**config.mk**
```make
export PLATFORM = sky130hd
export DESIGN_NAME = ci_status_poller
export DESIGN_NICKNAME = d
export VERILOG_FILES = /design/src/rtl/ci_status_poller.sv
export SDC_FILE = /design/constraint.sdc
export NUM_CORES = 1
export LEC_CHECK = 0
export ABC_AREA = 1
export BUFFER_PORTS_ARGS = -buffer_cell sky130_fd_sc_hd__buf_2
export CORE_ASPECT_RATIO = 0.7
export CORE_MARGIN = 1
export CORE_UTILIZATION = 35
export DETAILED_ROUTE_END_ITERATION = 10
export GPL_TIMING_DRIVEN = 0
export PLACE_DENSITY = 0.62
export SLEW_MARGIN = 20
export SYNTH_ARGS = -nofsm -noshare
export SYNTH_HDL_FRONTEND = slang
export SYNTH_SLANG_ARGS = --single-unit
```
**constraint.sdc**
```tcl
create_clock -name systemClock -period 1.8 [get_ports systemClock]
set_input_delay 0.36 -clock systemClock [delete_from_list [all_inputs] [get_ports systemClock]]
set_output_delay 0.36 -clock systemClock [all_outputs]
set_load 0.1 [all_outputs]
```
**src/rtl/ci_status_poller.sv**
```systemverilog
// Custom-instruction initiator that periodically reads a responder's status counter and publishes it.
// Define CI_POLL_ALARM_EN to build the threshold comparator and sticky alarm; otherwise alarm is tied low.
module ci_status_poller #(
  parameter int unsigned TARGET_CI_ID = 42,
  parameter int unsigned POLL_PERIOD  = 1000,
  parameter int unsigned TIMEOUT      = 64,
  parameter int unsigned THRESHOLD    = 1
) (
  input  logic        systemClock,
  input  logic        reset,
  input  logic        enable,
  input  logic        clearRequest,
  output logic        ciStart,
  output logic        ciCke,
  output logic [7:0]  ciN,
  output logic [31:0] ciValueA,
  output logic [31:0] ciValueB,
  input  logic [31:0] ciResult,
  input  logic        ciDone,
  output logic [31:0] lastValue,
  output logic        valueValid,
  output logic        alarm,
  output logic        timeoutError,
  output logic        busy
);

  localparam int unsigned   PW           = $clog2(POLL_PERIOD + 1);
  localparam int unsigned   TW           = $clog2(TIMEOUT + 1);
  localparam logic [PW-1:0] PERIOD_LAST  = PW'(POLL_PERIOD - 1);
  localparam logic [TW-1:0] TIMEOUT_LAST = TW'(TIMEOUT - 1);
  localparam logic [7:0]    CI_ID        = 8'(TARGET_CI_ID);

  typedef enum logic [1:0] {
    S_IDLE,
    S_WAIT,
    S_ISSUE,
    S_WAIT_DONE
  } state_e;

  state_e        state_q, state_d;
  logic [PW-1:0] period_cnt_q, period_cnt_d;
  logic [TW-1:0] timeout_cnt_q, timeout_cnt_d;
  logic          clr_pend_q, clr_pend_d;
  logic          op_clear_q, op_clear_d;
  logic [31:0]   last_value_q, last_value_d;
  logic          valid_q, valid_d;
  logic          alarm_q, alarm_d;
  logic          timeout_err_q, timeout_err_d;

  logic in_txn;
  logic complete;
  logic timed_out;
  logic clear_wanted;
  logic hit_threshold;

  assign in_txn       = (state_q == S_ISSUE) || (state_q == S_WAIT_DONE);
  assign complete     = in_txn && ciDone;
  assign timed_out    = (state_q == S_WAIT_DONE) && !ciDone && (timeout_cnt_q == TIMEOUT_LAST);
  assign clear_wanted = clr_pend_q || clearRequest;

`ifdef CI_POLL_ALARM_EN
  assign hit_threshold = (ciResult >= THRESHOLD);
`else
  logic unused_threshold;
  assign unused_threshold = ^THRESHOLD;
  assign hit_threshold    = 1'b0;
`endif

  // NOTE: every signal written here gets a default first, so no path can infer a latch.
  always_comb begin
    state_d       = state_q;
    period_cnt_d  = period_cnt_q;
    timeout_cnt_d = timeout_cnt_q;
    clr_pend_d    = clr_pend_q || clearRequest;
    op_clear_d    = op_clear_q;
    last_value_d  = last_value_q;
    valid_d       = 1'b0;
    alarm_d       = alarm_q;
    timeout_err_d = timeout_err_q;

    unique case (state_q)
      S_IDLE: begin
        period_cnt_d = '0;
        if (enable) state_d = S_WAIT;
      end
      S_WAIT: begin
        if (!enable) begin
          state_d      = S_IDLE;
          period_cnt_d = '0;
        end else if (clear_wanted || (period_cnt_q == PERIOD_LAST)) begin
          // The pending clear moves into the launched operation; later requests re-arm it.
          state_d       = S_ISSUE;
          period_cnt_d  = '0;
          timeout_cnt_d = '0;
          op_clear_d    = clear_wanted;
          clr_pend_d    = 1'b0;
        end else begin
          period_cnt_d = period_cnt_q + PW'(1);
        end
      end
      S_ISSUE: begin
        if (!ciDone) state_d = S_WAIT_DONE;
      end
      S_WAIT_DONE: begin
        if (!ciDone && (timeout_cnt_q != TIMEOUT_LAST)) timeout_cnt_d = timeout_cnt_q + TW'(1);
      end
      default: state_d = S_IDLE;
    endcase

    if (complete || timed_out) begin
      state_d      = enable ? S_WAIT : S_IDLE;
      period_cnt_d = '0;
    end

    if (complete) begin
      valid_d = 1'b1;
      if (op_clear_q) begin
        last_value_d  = '0;
        alarm_d       = 1'b0;
        timeout_err_d = 1'b0;
      end else begin
        last_value_d = ciResult;
        if (hit_threshold) alarm_d = 1'b1;
      end
    end

    // A clear that timed out was never acknowledged, so keep it queued.
    if (timed_out) begin
      timeout_err_d = 1'b1;
      if (op_clear_q) clr_pend_d = 1'b1;
    end
  end

  // NOTE: state registers use non-blocking assignments so all flops update together at the edge.
  always_ff @(posedge systemClock or negedge reset) begin
    if (!reset) begin
      state_q       <= S_IDLE;
      period_cnt_q  <= '0;
      timeout_cnt_q <= '0;
      clr_pend_q    <= 1'b0;
      op_clear_q    <= 1'b0;
      last_value_q  <= '0;
      valid_q       <= 1'b0;
      alarm_q       <= 1'b0;
      timeout_err_q <= 1'b0;
    end else begin
      state_q       <= state_d;
      period_cnt_q  <= period_cnt_d;
      timeout_cnt_q <= timeout_cnt_d;
      clr_pend_q    <= clr_pend_d;
      op_clear_q    <= op_clear_d;
      last_value_q  <= last_value_d;
      valid_q       <= valid_d;
      alarm_q       <= alarm_d;
      timeout_err_q <= timeout_err_d;
    end
  end

  // Bus outputs are decoded from state so they vanish the instant reset asserts.
  assign busy         = in_txn;
  assign ciStart      = (state_q == S_ISSUE);
  assign ciCke        = in_txn;
  assign ciN          = in_txn ? CI_ID : 8'h00;
  assign ciValueA     = {31'b0, in_txn && op_clear_q};
  assign ciValueB     = '0;
  assign lastValue    = last_value_q;
  assign valueValid   = valid_q;
  assign alarm        = alarm_q;
  assign timeoutError = timeout_err_q;

endmodule

```
==> key figures, run 1 <==
Layout
  • Antenna Cells: 0
  • Area Overhead vs Synth: 40.1%
  • Final #Nets: 628
  • Share of cells above drive strength 1: 36.1%
  • Final Util: 50.8%

Worst setup path
  • Critical Path RT: 1440 ps
  • Crit-path max FO: 6
  • Crit start category: register
  • Crit end category: output pin
  • Critical path's top delay family: buffers and inverters
  • CP Class: reg2out
  • Depth of the most critical reg-to-reg path: 11
  • Levels on crit path: 6
  • CP max stage cell: dfrtp_2
  • Critical path, cell by cell: inv_2 > ha_4 > clkinvlp_4 > nand2_8 > buf_6 > buf_12
  • FF-to-FF setup slack: 50 ps
  • CP arrival: 1530 ps
  • Worst Path Buf+Inv: 4
  • Max stage delay on crit path: roughly 420 ps

STA
  • RSZ-0062 raised after global routing: true
  • Final Slew Violations: 0
  • Post-layout min period: 1890 ps
  • Actual slew at the worst max-slew pin: 707 ps
  • Hold Vio Cnt, Final: 0
  • Final period util: 105%
  • WHS: 98.5 ps
  • Slew HR: 52.9%
  • Final setup fails: 6
  • Fin Clk Skew: 8.15 ps
  • FMAX: about 0.53 GHz
  • Setup WS post-layout: -93.9 ps

Power
  • Power Dens Cells: between 1500 and 2000 nW/um^2
  • Maximum vdd ir drop: 0.00135 V
  • Lkg Pwr: 0.00254 uW

Clock network
  • CTS Sinks: 55
  • Clk Latency, worst-skew pair: about 300 ps
  • Cts hold-fix bufs: 0
  • Clock root buffer: clkbuf_16
  • Worst-path clk slew: 70 ps
  • CTS tree: built
  • CTS H-tree depth: 2
  • CTS buffer count: 5
  • Clock buffer depth: 2

Synthesis
  • Yosys warns: 0
  • Yosys reg bits: 55
  • Mapped cell area: 3300 sq um
  • Syn_area_per_cell: a little under 8 sq um
  • Unique cell type count in the Yosys netlist: 30
  • Post-Syn Instances: ~420
  • Sequential-to-total area share from yosys stat: between 40% and 50%

Worst hold path
  • Worst hold-check path type: in2async

Global routing
  • GRT Residual Overflow: 0
  • Initial antenna violation count: 0
  • Total GRT Usage: 15.8%
  • Largest net degree at the start of global routing: 56
  • Vias in the first global route: 2631
  • First-pass GRT wire length: 12500 microns

Run status
  • Violated checks: negative setup slack
  • Status: finished, violations left

Detailed routing
  • Via count: 2920
  • DRT iter0 DRCs: 143
  • DRC: 0
  • Total wire length: roughly 7600 microns
  • Antenna-violating nets left: 0
  • DR WL/cell: around 11 microns
  • Drt via density: 4.12
  • Pre-antenna DRT Iters: 4

Floorplan
  • Starting density of the core: 36.2%
  • # rows: 29
  • Die H: 83.3 microns
  • DIE WIDTH: ~120 microns
  • CORE AREA: 9110 sq um
  • Io pins: 147
  • Die area: 9830 sq um

Place
  • GPL Wtd Cong: about 0.80
  • Final HPWL DP: 5510 microns
  • Number of I/O port buffers: just under 80

Flow run
  • Max-cap violations: 0
==> synth_stat cells <==
cell,count,area share (%)
nand2_1,130,15
buf_4,73,17
dfrtp_1,55,42
o21ai_0,38,5.8
inv_1,20,2.3
nor2_1,20,2.3
nand3_1,18,2.7
ha_1,7,2.7
clkbuf_1,6,0.68
inv_2,6,0.68
nand2_4,5,1.7
nand4_1,5,0.95
o21ai_1,4,0.61
a21oi_1,3,0.45
buf_2,3,0.45
nand2_2,3,0.57
nand3_2,3,0.91
xnor2_1,3,0.80
nand3b_1,2,0.45
nor2_2,2,0.38
nor3_1,2,0.30
xor2_1,2,0.53
buf_6,1,0.34
clkinv_1,1,0.11
conb_1,1,0.11
nor2_4,1,0.34
nor3b_1,1,0.23
o21bai_1,1,0.23
o22ai_1,1,0.19
or2_2,1,0.19
==> sequential cells by signal (all words and copies together) (netlist names) <==
register and flops:
op_clear_q 1, period_cnt_q 10, timeoutError 1, valueValid 1, clr_pend_q 1, lastValue 32
state_q 2, timeout_cnt_q 7
==> worst register-to-register path: stages, from the launching register on <==
cell	delay, ps
dfrtp_2	420
buf_4	150
ha_4	170
inv_6	90
buf_4	140
nor2_2	50
nand3_4	130
nand3_4	90
nor2_4	190
buf_4	150
nand3_1	60
nand2_1	60
==> kinds of logic after synthesis <==
| group | share of synthesized area [%] |
|---|---|
| flip-flops | 41.7 |
| AND/OR/NAND/NOR | 25.8 |
| other | 0.114 |
| AO/OA/AOI/OAI | 7.24 |
| XOR/XNOR | 1.33 |
| buffers and inverters | 21.2 |
| adder cells (fa/ha/maj) | 2.65 |
==> layer usage <==
metal  global-route usage (%)  routed length [microns]
met5                        0                        0
met2                     24.4                     3420
met1                     21.2                     3610
met3                     4.60                      506
met4                     4.90                      109
==> report_power, final <==
| part | internal (uW) | switching, uW | leakage [uW] |
|---|---|---|---|
| registers | 1630 | 223 | 0.000731 |
| clock network | 522 | 474 | 0.0000742 |
| logic | 1100 | 4540 | 0.00173 |
==> path summary, 6_finish.rpt <==
| kind | start | end |
|---|---|---|
| setup / recovery | state_q[0]$_DFFE_PN0P_ | ciCke |
| hold / removal | reset | lastValue[10]$_DFFE_PN0P_ |
| setup reg to reg | state_q[0]$_DFFE_PN0P_ | period_cnt_q[2]$_DFFE_PN0P_ |
| hold reg to reg | lastValue[28]$_DFFE_PN0P_ | lastValue[28]$_DFFE_PN0P_ |
| max in group asynchronous | reset | state_q[0]$_DFFE_PN0P_ |
| min in group systemClock | ciResult[9] | lastValue[9]$_DFFE_PN0P_ |
==> cell type report <==
type	count	area, sq um
Multi-Input combinational cell	322	1590
Tap cell	124	155
Buffer	83	649
Clock buffer	5	125
Timing Repair Buffer	90	588
Sequential cell	55	1380
Fill cell	871	4480
Clock inverter	3	22.5
Inverter	27	116
==> cell usage in the layout, fill, tap and decap left out, drive strengths merged <==
cell,count
nand4,5
nor3,2
or2,1
a21oi,3
xnor2,3
o21bai,1
nand3b,2
nor3b,1
dfrtp,55
conb,69
xor2,2
ha,7
clkinv,3
nand2,139
clkinvlp,1
buf,166
nand3,21
o22ai,1
clkbuf,12
nor2,23
inv,26
o21ai,42
==> stage by stage <==
| step | worst slack, ps | cells | power, uW | cell area, sq um | setup TNS, ps |
|---|---|---|---|---|---|
| floorplan | -248 | 486 | 6340 | 3620 | -8450 |
| global placement | -90.9 | 687 | 7070 | 4160 | -240 |
| detailed placement | -94.2 | 687 | 7120 | 4160 | -884 |
| CTS | -104 | 701 | 8340 | 4460 | -811 |
| global route | -138 | 709 | 8870 | 4620 | -817 |
| finish | -93.9 | 709 | 8490 | 4620 | -493 |
==> what timing repair did <==
action,CTS,global route
pin swaps,1,2
gates resized for setup,35,22
endpoints found under the hold margin,0,0
cloned,0,2
endpoints found under the setup margin,44,55
buffers inserted,6,6
Note: power is estimated with default switching activity, not from simulation.
==> run 2: changes to the inputs <==
CORE_UTILIZATION = 24   (was 35)
PLACE_DENSITY = 0.46   (was 0.62)
==> run 2 against run 1 <==
  * Highest routed layer unchanged
  * Sequential share of layout area down 0.39 points
  * The run still ends with negative setup slack left
  * Worst setup slack worse by 3.8 ps
  * Sequential power about the same
  * Global-route usage down 4.2 points
  * Power up 1.6%
  * First-iteration DRC count down 17%
==> key figures, run 2 (synthesis gave the netlist of run 1 again) <==
Layout
  • Area of the multi-input gates: 1600 sq um (+0.87%)
  • Final #Nets: 621 (-1.1%)
  • Most frequent cells in the layout: nand2_1 (128), buf_4 (78), buf_2 (70)
  • Area Overhead vs Synth: 41.9%
  • Share of cells above drive strength 1: 36.3% (+0.26 points)
  • Commonest non-fill, non-tap cell in the layout: nand2_1
  • Number of fill cells: 1381 (+59%)
  • Final Util: 35.3% (-15 points)
  • Flip-flop and latch area: 1380 sq um (unchanged)
  • Antenna Cells: 0 (unchanged)
  • Non-filler cells, final: 763 (+7.6%)
  • Max reg flops: 32 (unchanged)

Clock network
  • Clock buffer depth: 2 (unchanged)
  • Cts hold-fix bufs: 0 (unchanged)
  • CTS Sinks: 55 (unchanged)
  • CTS buffer count: 5 (unchanged)
  • CTS tree: built
  • CTS H-tree depth: 2 (unchanged)
  • Worst-path clk slew: 80 ps (about the same)
  • Clk Latency, worst-skew pair: 310 ps (about the same)
  • Clock root buffer: clkbuf_16

Place
  • Pre-CTS WS: -137 ps (-42.9 ps)
  • GPL Wtd Cong: 0.777 (-3.3%)
  • Final HPWL DP: 5850 microns (+6.2%)
  • # placed instances: 748 (+8.9%)
  • Number of I/O port buffers: 77 (unchanged)

Floorplan
  • Io pins: 147 (unchanged)
  • Die H: 100 microns (+20%)
  • Starting density of the core: 24.9% (-11 points)
  • # rows: 35 (+21%)
  • DIE WIDTH: 142 microns (+20%)
  • Die area: 14200 sq um (+45%)
  • CORE AREA: 13300 sq um (+46%)

Detailed routing
  • Pre-antenna DRT Iters: 4 (unchanged)
  • DRC: 0 (unchanged)
  • Drt via density: 3.73 (-9.4%)
  • DRT iter0 DRCs: 118 (-17%)
  • Antenna-violating nets left: 0 (unchanged)
  • Total wire length: 7940 microns (+3.9%)
  • DR WL/cell: 10.4 microns (-3.5%)
  • Via count: 2847 (-2.5%)

Power
  • Pwr Total: 8630 uW (+1.6%)
  • Lkg Pwr: 0.00251 uW (-0.95%)
  • Maximum vdd ir drop: 0.00133 V (-1.1%)
  • Power Dens Cells: 1840 nW/um^2 (+0.29%)

Worst hold path
  • Worst hold-check path type: in2async

STA
  • Final period util: 105% (+0.21 points)
  • FMAX: 0.527 GHz (-0.20%)
  • Final Slew Violations: 0 (unchanged)
  • Setup WS post-layout: -97.6 ps (-3.75 ps)
  • Hold Vio Cnt, Final: 0 (unchanged)
  • Post-layout min period: 1900 ps (+3.75 ps)
  • RSZ-0062 raised after global routing: true
  • WHS: 107 ps (+8.31 ps)
  • Fin Clk Skew: 11.2 ps (+3.08 ps)
  • Final setup fails: 6 (unchanged)
  • Slew HR: 51.5% (-1.4 points)
  • Actual slew at the worst max-slew pin: 728 ps (+20.6 ps)

Global routing
  • First-pass GRT wire length: 13000 microns (+3.5%)
  • GRT Residual Overflow: 0 (unchanged)
  • Total GRT Usage: 11.6% (-4.2 points)
  • Largest net degree at the start of global routing: 56 (unchanged)
  • Initial antenna violation count: 0 (unchanged)
  • Vias in the first global route: 2579 (-2.0%)

Worst setup path
  • Crit start category: register
  • FF-to-FF setup slack: 20 ps (-30 ps)
  • Crit end category: output pin
  • Critical Path RT: 1440 ps (about the same)
  • CP Class: reg2out
  • Crit Reg-Reg Startpoint: state_q[0]$_DFFE_PN0P_
  • Worst Path Buf+Inv: 4 (unchanged)
  • Depth of the most critical reg-to-reg path: 10 (-1)
  • Crit-path max FO: 6 (unchanged)
  • CP arrival: 1540 ps (about the same)
  • Max stage delay on crit path: 440 ps (+20 ps)
  • Critical path's top delay family: buffers and inverters
  • Crit Reg-Reg Endpoint: lastValue[15]$_DFFE_PN0P_
  • Critical path, cell by cell: inv_2 > ha_4 > clkinvlp_4 > nand2_8 > buf_6 > buf_12
  • CP max stage cell: dfrtp_2

Flow run
  • Max-cap violations: 0 (unchanged)

Run status
  • Status: finished, violations left
  • Violated checks: negative setup slack
## run 2: cell count changes in the layout (fill, tap and decap cells not counted), moves of 2 or more
cell and delta:
o21ai_1 -4, o21ai_2 +4, buf_4 -3, inv_6 -2
nand2_1 -2, nand2_2 +2
## run 2: cell type report
cell class	instances	share of cell area, %
inverters	27	2.54
plain buffers	82	13.7
repair buffers	85	11.4
clock buffers	5	2.67
multi-input cells	321	34.2
clock inverters	3	1.18
well taps	185	4.94
flip-flops and latches	55	29.4
## run 2: per-layer routing
| metal | part of all wire, % | vias to the layer above | routed length (microns) | GRT usage, % |
|---|---|---|---|---|
| met5 | 0 | - | 0 | 0 |
| met2 | 40 | 87 | 3200 | 16.2 |
| met1 | 49 | 1255 | 3920 | 16.0 |
| met4 | 1.1 | 0 | 84 | 3.56 |
| li1 | - | 1497 | - | - |
| met3 | 9.4 | 8 | 743 | 5.01 |
## run 2: how the worst max path moves through the flow
stage                                 startpoint          end  slack (ps)  cells past startpoint
after floorplan           state_q[0]$_DFFE_PN0P_  ciValueA[0]        -250                      4
after global routing      state_q[0]$_DFFE_PN0P_        ciCke        -170                      6
after detailed placement  op_clear_q$_DFFE_PN0P_  ciValueA[0]        -140                      4
after CTS                 state_q[0]$_DFFE_PN0P_       ciN[1]        -130                      6
after global placement    op_clear_q$_DFFE_PN0P_  ciValueA[0]        -130                      4
final                     state_q[0]$_DFFE_PN0P_        ciCke        -100                      6
## run 2: through the flow
stage | setup TNS (ps) | instance area, sq um
after floorplan | -8450 | 3620
after global placement | -1590 | 4230
after detailed placement | -2110 | 4240
after CTS | -1390 | 4570
after global routing | -2630 | 4680
final | -519 | 4680
## run 2: power breakdown
part | internal (uW) | switching, uW | leakage (uW)
Clock | 672 | 507 | 0.0000868
Combinational | 1060 | 4530 | 0.00169
Sequential | 1630 | 227 | 0.000731
## run 2: what timing repair did
| action | CTS | global route |
|---|---|---|
| buffers inserted | 5 | 3 |
| pin swaps | 1 | 3 |
| setup endpoints to repair | 49 | 58 |
| resized for setup | 37 | 27 |
| cloned | 0 | 0 |
